File: config.mk
export PLATFORM = sky130hd
export DESIGN_NAME = jtag_cmd_ctrl
export DESIGN_NICKNAME = d
export VERILOG_FILES = /design/src/rtl/jtag_cmd_ctrl_pkg.sv /design/src/rtl/jtag_cmd_ctrl.sv
export SDC_FILE = /design/constraint.sdc
export NUM_CORES = 1
export LEC_CHECK = 0
export ABC_CLOCK_PERIOD_IN_PS = 2600
export CAP_MARGIN = 20
export CELL_PAD_IN_SITES_DETAIL_PLACEMENT = 0
export CELL_PAD_IN_SITES_GLOBAL_PLACEMENT = 1
export CORE_MARGIN = 2
export CORE_UTILIZATION = 34
export CTS_BUF_LIST = sky130_fd_sc_hd__clkbuf_8
export CTS_CLUSTER_DIAMETER = 80
export DETAILED_ROUTE_END_ITERATION = 16
export HOLD_SLACK_MARGIN = 0.08
export PLACE_DENSITY = 0.84
export REMOVE_ABC_BUFFERS = 1
export SYNTH_ARGS = -nofsm -noshare
export SYNTH_HDL_FRONTEND = slang
export SYNTH_SLANG_ARGS = --single-unit
File: constraint.sdc
create_clock -name clk_50_ -period 2.6 [get_ports clk_50_]
set_input_delay 0.52 -clock clk_50_ [delete_from_list [all_inputs] [get_ports clk_50_]]
set_output_delay 0.52 -clock clk_50_ [all_outputs]
set_load 0.01 [all_outputs]
File: src/rtl/jtag_cmd_ctrl_pkg.sv
// Shared definitions for the JTAG command sequencer.
// Contents: IR instruction codes, flag bit positions, FSM state encodings,
//           and a helper that classifies instructions needing a memory access.
package jtag_cmd_ctrl_pkg;

   localparam int IR_LENGTH = 4;

   // Instruction register codes
   localparam logic [IR_LENGTH-1:0] IIDENT = 4'h0;
   localparam logic [IR_LENGTH-1:0] IRADDR = 4'h1;
   localparam logic [IR_LENGTH-1:0] IWADDR = 4'h2;
   localparam logic [IR_LENGTH-1:0] IWDATA = 4'h3;
   localparam logic [IR_LENGTH-1:0] IRDATA = 4'h4;
   localparam logic [IR_LENGTH-1:0] IUART  = 4'h5;
   localparam logic [IR_LENGTH-1:0] IFLAGS = 4'h6;

   // Flag bits that act as one-cycle UART strobes instead of persistent flags
   localparam int FLAG_UTX  = 21;
   localparam int FLAG_UTXM = 22;
   localparam int FLAG_UTXB = 23;

   localparam logic [31:0] FLAG_STROBE_MASK =
      (32'd1 << FLAG_UTX) | (32'd1 << FLAG_UTXM) | (32'd1 << FLAG_UTXB);

   // FSM state encodings
   localparam logic [1:0] ST_IDLE     = 2'd0;
   localparam logic [1:0] ST_WRITE    = 2'd1;
   localparam logic [1:0] ST_PREFETCH = 2'd2;

   // Instructions that start a memory access and therefore need the FSM idle
   function automatic logic is_mem_cmd(input logic [IR_LENGTH-1:0] code);
      return (code == IRADDR) || (code == IRDATA) || (code == IWDATA);
   endfunction

endpackage

File: src/rtl/jtag_cmd_ctrl.sv
// Command sequencer between the virtual-JTAG TAP and the system-clock datapath.
// Ports: clk_50_/reset (sync, active-high); ir selects cap_data; cmd_valid/cmd_ir/cmd_data
//        carry completed DR scans; mem_* is a req/ack single-word port; uart_*/flags/busy/overrun status.
module jtag_cmd_ctrl
   import jtag_cmd_ctrl_pkg::*;
#(
   parameter int          ADDR_WIDTH  = 10,
   parameter logic [31:0] IDENT_VALUE = 32'h4A54_4731
) (
   input  logic                  clk_50_,
   input  logic                  reset,
   input  logic [IR_LENGTH-1:0]  ir,
   input  logic                  cmd_valid,
   input  logic [IR_LENGTH-1:0]  cmd_ir,
   input  logic [31:0]           cmd_data,
   output logic [31:0]           cap_data,
   output logic                  mem_req,
   output logic                  mem_we,
   output logic [ADDR_WIDTH-1:0] mem_addr,
   output logic [31:0]           mem_wdata,
   input  logic                  mem_ack,
   input  logic [31:0]           mem_rdata,
   output logic [7:0]            uart_data,
   output logic                  uart_tx,
   output logic                  uart_txm,
   output logic                  uart_txb,
   output logic [31:0]           flags,
   output logic                  busy,
   output logic [7:0]            overrun
);

   localparam logic [ADDR_WIDTH-1:0] ADDR_ONE = ADDR_WIDTH'(1);

   logic [1:0]            state;
   logic [ADDR_WIDTH-1:0] raddr;
   logic [ADDR_WIDTH-1:0] waddr;
   logic [31:0]           rd_buf;
   logic [ADDR_WIDTH-1:0] raddr_next;

   assign busy       = (state != ST_IDLE);
   assign raddr_next = raddr + ADDR_ONE;

   always_ff @(posedge clk_50_) begin
      if (reset) begin
         state     <= ST_IDLE;
         raddr     <= '0;
         waddr     <= '0;
         rd_buf    <= '0;
         mem_req   <= 1'b0;
         mem_we    <= 1'b0;
         mem_addr  <= '0;
         mem_wdata <= '0;
         uart_data <= '0;
         uart_tx   <= 1'b0;
         uart_txm  <= 1'b0;
         uart_txb  <= 1'b0;
         flags     <= '0;
         overrun   <= '0;
      end else begin
         uart_tx  <= 1'b0;
         uart_txm <= 1'b0;
         uart_txb <= 1'b0;

         // Complete the outstanding access. mem_req is high in every non-idle
         // state, so an ack seen here is always a real acceptance.
         case (state)
            ST_WRITE: begin
               if (mem_ack) begin
                  state   <= ST_IDLE;
                  mem_req <= 1'b0;
                  mem_we  <= 1'b0;
                  waddr   <= waddr + ADDR_ONE;
               end
            end
            ST_PREFETCH: begin
               if (mem_ack) begin
                  state   <= ST_IDLE;
                  mem_req <= 1'b0;
                  rd_buf  <= mem_rdata;
               end
            end
            default: ;
         endcase

         if (cmd_valid) begin
            if (is_mem_cmd(cmd_ir) && (state != ST_IDLE)) begin
               // Dropped: no pointer update, only the saturating count moves
               if (overrun != 8'hFF)
                  overrun <= overrun + 8'd1;
            end else begin
               // Memory commands below are only reached from IDLE. An IWADDR
               // landing on a write ack overrides the increment, as the host's
               // explicit address is the newer intent.
               case (cmd_ir)
                  IRADDR: begin
                     raddr    <= cmd_data[ADDR_WIDTH-1:0];
                     mem_addr <= cmd_data[ADDR_WIDTH-1:0];
                     mem_req  <= 1'b1;
                     mem_we   <= 1'b0;
                     state    <= ST_PREFETCH;
                  end
                  IRDATA: begin
                     raddr    <= raddr_next;
                     mem_addr <= raddr_next;
                     mem_req  <= 1'b1;
                     mem_we   <= 1'b0;
                     state    <= ST_PREFETCH;
                  end
                  IWDATA: begin
                     mem_addr  <= waddr;
                     mem_wdata <= cmd_data;
                     mem_req   <= 1'b1;
                     mem_we    <= 1'b1;
                     state     <= ST_WRITE;
                  end
                  IWADDR: waddr <= cmd_data[ADDR_WIDTH-1:0];
                  IUART:  uart_data <= cmd_data[7:0];
                  IFLAGS: begin
                     flags    <= cmd_data & ~FLAG_STROBE_MASK;
                     uart_tx  <= cmd_data[FLAG_UTX];
                     uart_txm <= cmd_data[FLAG_UTXM];
                     uart_txb <= cmd_data[FLAG_UTXB];
                  end
                  default: ;
               endcase
            end
         end
      end
   end

   // Capture word for the next DR scan, selected by the live instruction
   always_comb begin
      cap_data = '0;
      case (ir)
         IIDENT: cap_data = IDENT_VALUE;
         IRDATA: cap_data = rd_buf;
         IRADDR: cap_data = 32'(raddr);
         IWADDR: cap_data = 32'(waddr);
         IFLAGS: cap_data = flags;
         default: cap_data = '0;
      endcase
   end

endmodule

### Word-level counts from Yosys, hierarchy flattened

Cells that the tools add are included.

| operators by class | value |
|---|---|
| add/subtract/negate cells | 3 |
| equality and inequality tests | 13 |
| muxes and demuxes | 23 |
| bitwise gates (word level) | 3 |
| reduce and logical (&&, ||, !) cells | 18 |

Operators by type and width:

| kind | count |
|---|---|
| 32-bit case mux with 5 select lines | 1 |
| 10-bit 2-to-1 mux | 5 |
| 10-bit case mux with 3 select lines | 1 |
| 10-bit by 1-bit adder with 10-bit output (second input constant) | 2 |
| 4-bit by 3-bit equality test with 1-bit output (second input constant) | 5 |
| 10-bit case mux with 2 select lines | 1 |
| 3-bit AND reduction | 6 |
| 4-bit by 2-bit equality test with 1-bit output (second input constant) | 3 |
| 1-bit 2-to-1 mux | 9 |
| 8-bit by 1-bit adder with 8-bit output (second input constant) | 1 |
| 4-bit by 1-bit equality test with 1-bit output (second input constant) | 2 |
| 2-bit 2-to-1 mux | 4 |
| 8-bit != test (second input constant) | 1 |
| 4-bit zero test | 1 |
| 2-bit case mux with 2 select lines | 1 |
| 2-bit nonzero test | 2 |
| 2-bit OR reduction | 2 |
| 4-bit OR reduction | 1 |
| 1-bit NOT | 3 |
| 3-bit nonzero test | 1 |
| 3-bit OR reduction | 1 |
| 2-bit by 1-bit equality test with 1-bit output (second input constant) | 1 |
| 2-bit equality test (second input constant) | 1 |
| 1-bit logical OR | 2 |
| 3 further kinds | 3 |

| storage, ports and cells | value |
|---|---|
| register bits after elaboration | 146 |
| input bits | 76 |
| output and inout port bits | 128 |
| logic and storage cells | 74 |

### Depth between registers and ports, before layout

| logic depth | value |
|---|---|
| word-level depth | 6 |
| mapped depth | 7 |

### Least setup slack after synthesis

OpenSTA, ideal clock, no wires.

| path | value |
|---|---|
| kind | in2out |
| start | in ir[0] |
| end | out cap_data[11] |
| arrival time | 1811 ps |
| data required time | 2080 ps |
| setup slack | 269 ps |
| stages on the path | 5 |
| buffers on the path | 2 |
| cell sequence | or2_2 > buf_2 > nor3b_1 > buf_2 > a22o_1 |

| on the way | value |
|---|---|
| longest elaborated chain between the ends | 2 |
| elaborated cells on any way between the ends | 6 |

Ends and longest elaborated chain:

| element | line | RTL |
|---|---|---|
| from (decl) | jtag_cmd_ctrl.sv:12 | `input logic [IR_LENGTH-1:0] ir,` |
| 4-bit by 3-bit equality test with 1-bit output (tied with other cells) | jtag_cmd_ctrl.sv:134 | `case (ir)` |
| 32-bit case mux with 5 select lines (*) | jtag_cmd_ctrl.sv:134 |  |
| to (decl) | jtag_cmd_ctrl.sv:16 | `output logic [31:0] cap_data,` |

Every way passes the cells marked *; elsewhere a longest branch is shown, timed or not.

### Final worst setup path

| path | value |
|---|---|
| start | in ir[1] |
| end | out cap_data[9] |

Same word-level chain as after synthesis.

==> implementation parameters <==
Parameter                              Value

Die
  Initial core utilization    0.349
  Overall die height    143 um
  Area of the die    about 20000 um^2
  Row count    50
  Die span in x    143 um
  Boundary pin count    204
  Total core area    around 19000 um^2

Placed design
  Worst slack at placement    -402 ps
  # port buffers    200
  Final estimated routing congestion in global placement    0.819
  Estimated wirelength of the detail-placed design    15900 um
  Instance count after placement with tap cells included    1259

Power
  P per Cell Area    about 520 nW/um^2
  Combinational group share of total power    0.101
  Clock network fraction of design power    0.431
  Net switching component of the power    1.20 mW
  Net switching fraction of the power    0.244
  Internal portion of total power    3.72 mW
  Leakage power    3.33 nW
  Sequential cell fraction of total power    0.469
  Max rail drop VDD    0.000314 V

Clock network
  CTS clk-pin slew, worst paths    90 ps
  Maximum buffer depth of the clock tree    2
  Hold buffer count at cts    0
  Root buffer cell    clkbuf_8
  Source-to-sink clock delay at the later pin of the worst-skew pair    around 450 ps
  Inserted Clock Buffers    17
  Clk sinks    approximately 150
  Clock H-tree levels    4
  CTS tree    built

Timing
  Period minus WS final    2560 ps
  Setup repair after global routing missed its margin    false
  Max Slew Vio Count    0
  Final setup TNS    0 ps
  Slew at the pin with the worst max-slew slack    572 ps
  Worst hold slack    about 340 ps
  Tcrit/Tclk final    0.985
  Final Hold Violating Endpoints    0
  Setup clock skew after layout    11.3 ps
  Slew HR    0.615
  Final worst slack    38.7 ps
  Final number of setup-violating endpoints    0
  FMAX    390 MHz

Finish
  Fill cells    between 1500 and 2000
  Nets    1131
  Ratio of cells with drive above 1 in the final layout    0.106
  Non-filler cells in the finished layout    around 1300
  Synth-to-layout area growth    44.5%

Critical path
  Critical path's largest stage delay    420 ps
  Worst setup slack for register-to-register paths    550 ps
  Standard cell with the maximum stage delay on the critical path    clkdlybuf4s50_1
  Critical Path Sink Type    primary output
  Cell count of the worst reg-to-reg path    6
  Worst setup path category    input port to primary output
  Type of origin of the critical path    input port
  Worst path cell trace    clkdlybuf4s50_1 -> and2_1 -> nor2b_4 -> buf_12 -> a222oi_1 -> inv_1 -> clkdlybuf4s15_1
  Max FO, Critical Path    10
  Crit path DAT    2040 ps
  Endpoint of the worst-slack reg-to-reg timing path    overrun[3]
  Required time of the worst setup path    2080 ps
  Launch instance of the worst register-to-register path    state[0]

Synthesis
  Fraction of the yosys area taken by sequential cells    0.447
  Number of synthesized register bits    approximately 150
  Most frequently used flop master after synthesis    dfxtp_1
  Cells after synthesis    845
  Yosys synthesis warning count    0
  Distinct cell type count of the synthesized netlist    slightly above 60
  Number of enable-type register cells in the synthesized netlist    0
  Async set-or-reset flop fraction in the synthesized netlist    0
  Average cell area after synthesis    7.75 um^2
  Synthesized cell area    6550 um^2

Drt
  Number of detailed-routing iterations run before antenna repair    5
  Wire length after detailed routing    23000 um
  Vias    6764
  First-iteration detailed-routing DRC count    458
  Average wire length per cell after detail routing    17.8 um
  DR DRC count    0
  Number of nets with antenna violations after routing    0
  Mean number of vias per cell    5.22

GRT
  Total Routing Usage GR    0.228
  Number of global-route vias before repair    6570
  Global-route wire length before repair    35900 um
  Largest net degree at the start of global routing    79
  Antenna violations before repair    2
  Remaining Overflow, GRT    0

Run status
  Run status    finished, final reports clean

Worst hold path
  Count of cells along the worst hold path    2
  Worst min-delay path startpoint    reset
  Worst hold endpoint    flags[2]
  Hold WC Path Type    input port to flip-flop

Job
  Maxcap violations    0
[routing by layer]
metal / GRT usage / wire [um]
met3: 0.0731 / 1940
met1: 0.280 / 9890
met4: 0.0714 / 335
met2: 0.381 / 10900
met5: 0 / 11
[per-stage QoR]
stage	cell area [um^2]	util	total power, mW
3_5_place_dp	8970	0.478	2.85
6_report	9460	0.504	4.92
5_1_grt	9450	0.504	5.09
3_3_place_gp	8970	0.478	2.84
4_1_cts	9470	0.504	4.96
2_1_floorplan	6280	-	2.50
[cell type report]
cell class | count | area [um^2] | area share
inverters | 22 | 82.6 | 0.00873
diodes | 1 | 2.50 | 0.000265
flip-flops and latches | 146 | 2920 | 0.309
clock buffers | 19 | 262 | 0.0277
clock inverters | 13 | 208 | 0.0220
well taps | 234 | 293 | 0.0310
repair buffers | 248 | 2390 | 0.253
multi-input cells | 614 | 3300 | 0.349
[state kept, by name, indices dropped and copies added, names as in the netlist, 8 cells and up]
signal     cells
mem_addr      10
overrun        8
waddr         10
uart_data      8
rd_buf        32
mem_wdata     32
flags         29
raddr         10
[critical path: cells and delay by family]
kind	cells	cell delay [ps]
and+or+nand+nor	2	290
AOI/OAI and AO/OA	1	360
buffers and inverters	4	870
[kinds of logic after synthesis]
family	after synthesis	synth area share
and+or+nand+nor	346	0.238
AOI/OAI and AO/OA	238	0.219
DFF	146	0.447
buffers and inverters	87	0.0549
xor gates and xnor gates	12	0.0161
muxes	9	0.0140
adders and majority gates	6	0.0115
other	1	0.000573
[power groups by stage]
stage                     registers, mW  logic [mW]  clock network, mW
final                              2.31       0.496               2.12
after global routing               2.31       0.539               2.24
after CTS                          2.31       0.498               2.16
after detailed placement           2.36       0.490                  0
after global placement             2.36       0.487                  0
after floorplan                    2.36       0.142                  0
[Yosys cell counts (4+ instances only)]
master | n | area share
xnor2_1 | 6 | 0.0080
o21ai_0 | 29 | 0.022
or4_1 | 4 | 0.0046
a311oi_1 | 6 | 0.0080
a211oi_1 | 11 | 0.013
nor4_1 | 4 | 0.0038
mux2i_1 | 8 | 0.012
nand2_1 | 217 | 0.12
a22o_1 | 13 | 0.017
nor3b_1 | 5 | 0.0057
nor2_1 | 35 | 0.020
a222oi_1 | 5 | 0.0076
dfxtp_1 | 146 | 0.45
nor2b_1 | 9 | 0.0086
buf_2 | 7 | 0.0054
nor3_1 | 10 | 0.0076
o22ai_1 | 5 | 0.0048
ha_1 | 6 | 0.011
a21oi_1 | 133 | 0.10
xor2_1 | 6 | 0.0080
inv_1 | 22 | 0.013
and2_1 | 9 | 0.0086
or3_1 | 4 | 0.0038
buf_4 | 4 | 0.0046
clkbuf_1 | 51 | 0.029
nand3_1 | 17 | 0.013
a41oi_1 | 4 | 0.0054
a22oi_1 | 12 | 0.014
and3_1 | 7 | 0.0067
nand4_1 | 5 | 0.0048
[cells in the final DEF (no fill, tap or decap), types with 5 or more instances in the layout]
cell             count
dlygate4sd2_1       11
buf_12               6
nand2_1            217
nor3_1              10
buf_2               13
nand4_1              5
mux2i_1              8
ha_1                 6
clkbuf_8            19
a311oi_1             6
clkdlybuf4s50_1    164
o22ai_1              5
nand3_1             16
dfxtp_1            146
buf_4               38
bufinv_16            5
a211oi_1            11
and2_1               9
a222oi_1             5
xnor2_1              6
nor2_1              35
nor2b_1              8
a22oi_1             12
a22o_1              13
o21ai_0             27
and3_1               7
inv_1               23
xor2_1               6
a21oi_1            133
clkdlybuf4s15_2      5
[worst max path at each step]
stage	slack, ps	from	end	cells past startpoint
global route	20	ir[1]	cap_data[9]	7
global placement	-390	ir[0]	cap_data[2]	7
detailed placement	-400	ir[0]	cap_data[2]	7
floorplan	20	ir[0]	cap_data[0]	4
CTS	2	ir[1]	cap_data[10]	7
finish	40	ir[1]	cap_data[9]	7
[repair_timing]
item,CTS,global route
gates cloned,2,0
endpoints found under the setup margin,32,5
setup buffers,3,0
pin swaps,6,4
gates resized for setup,94,4
Note: power is estimated with default switching activity, not from simulation.
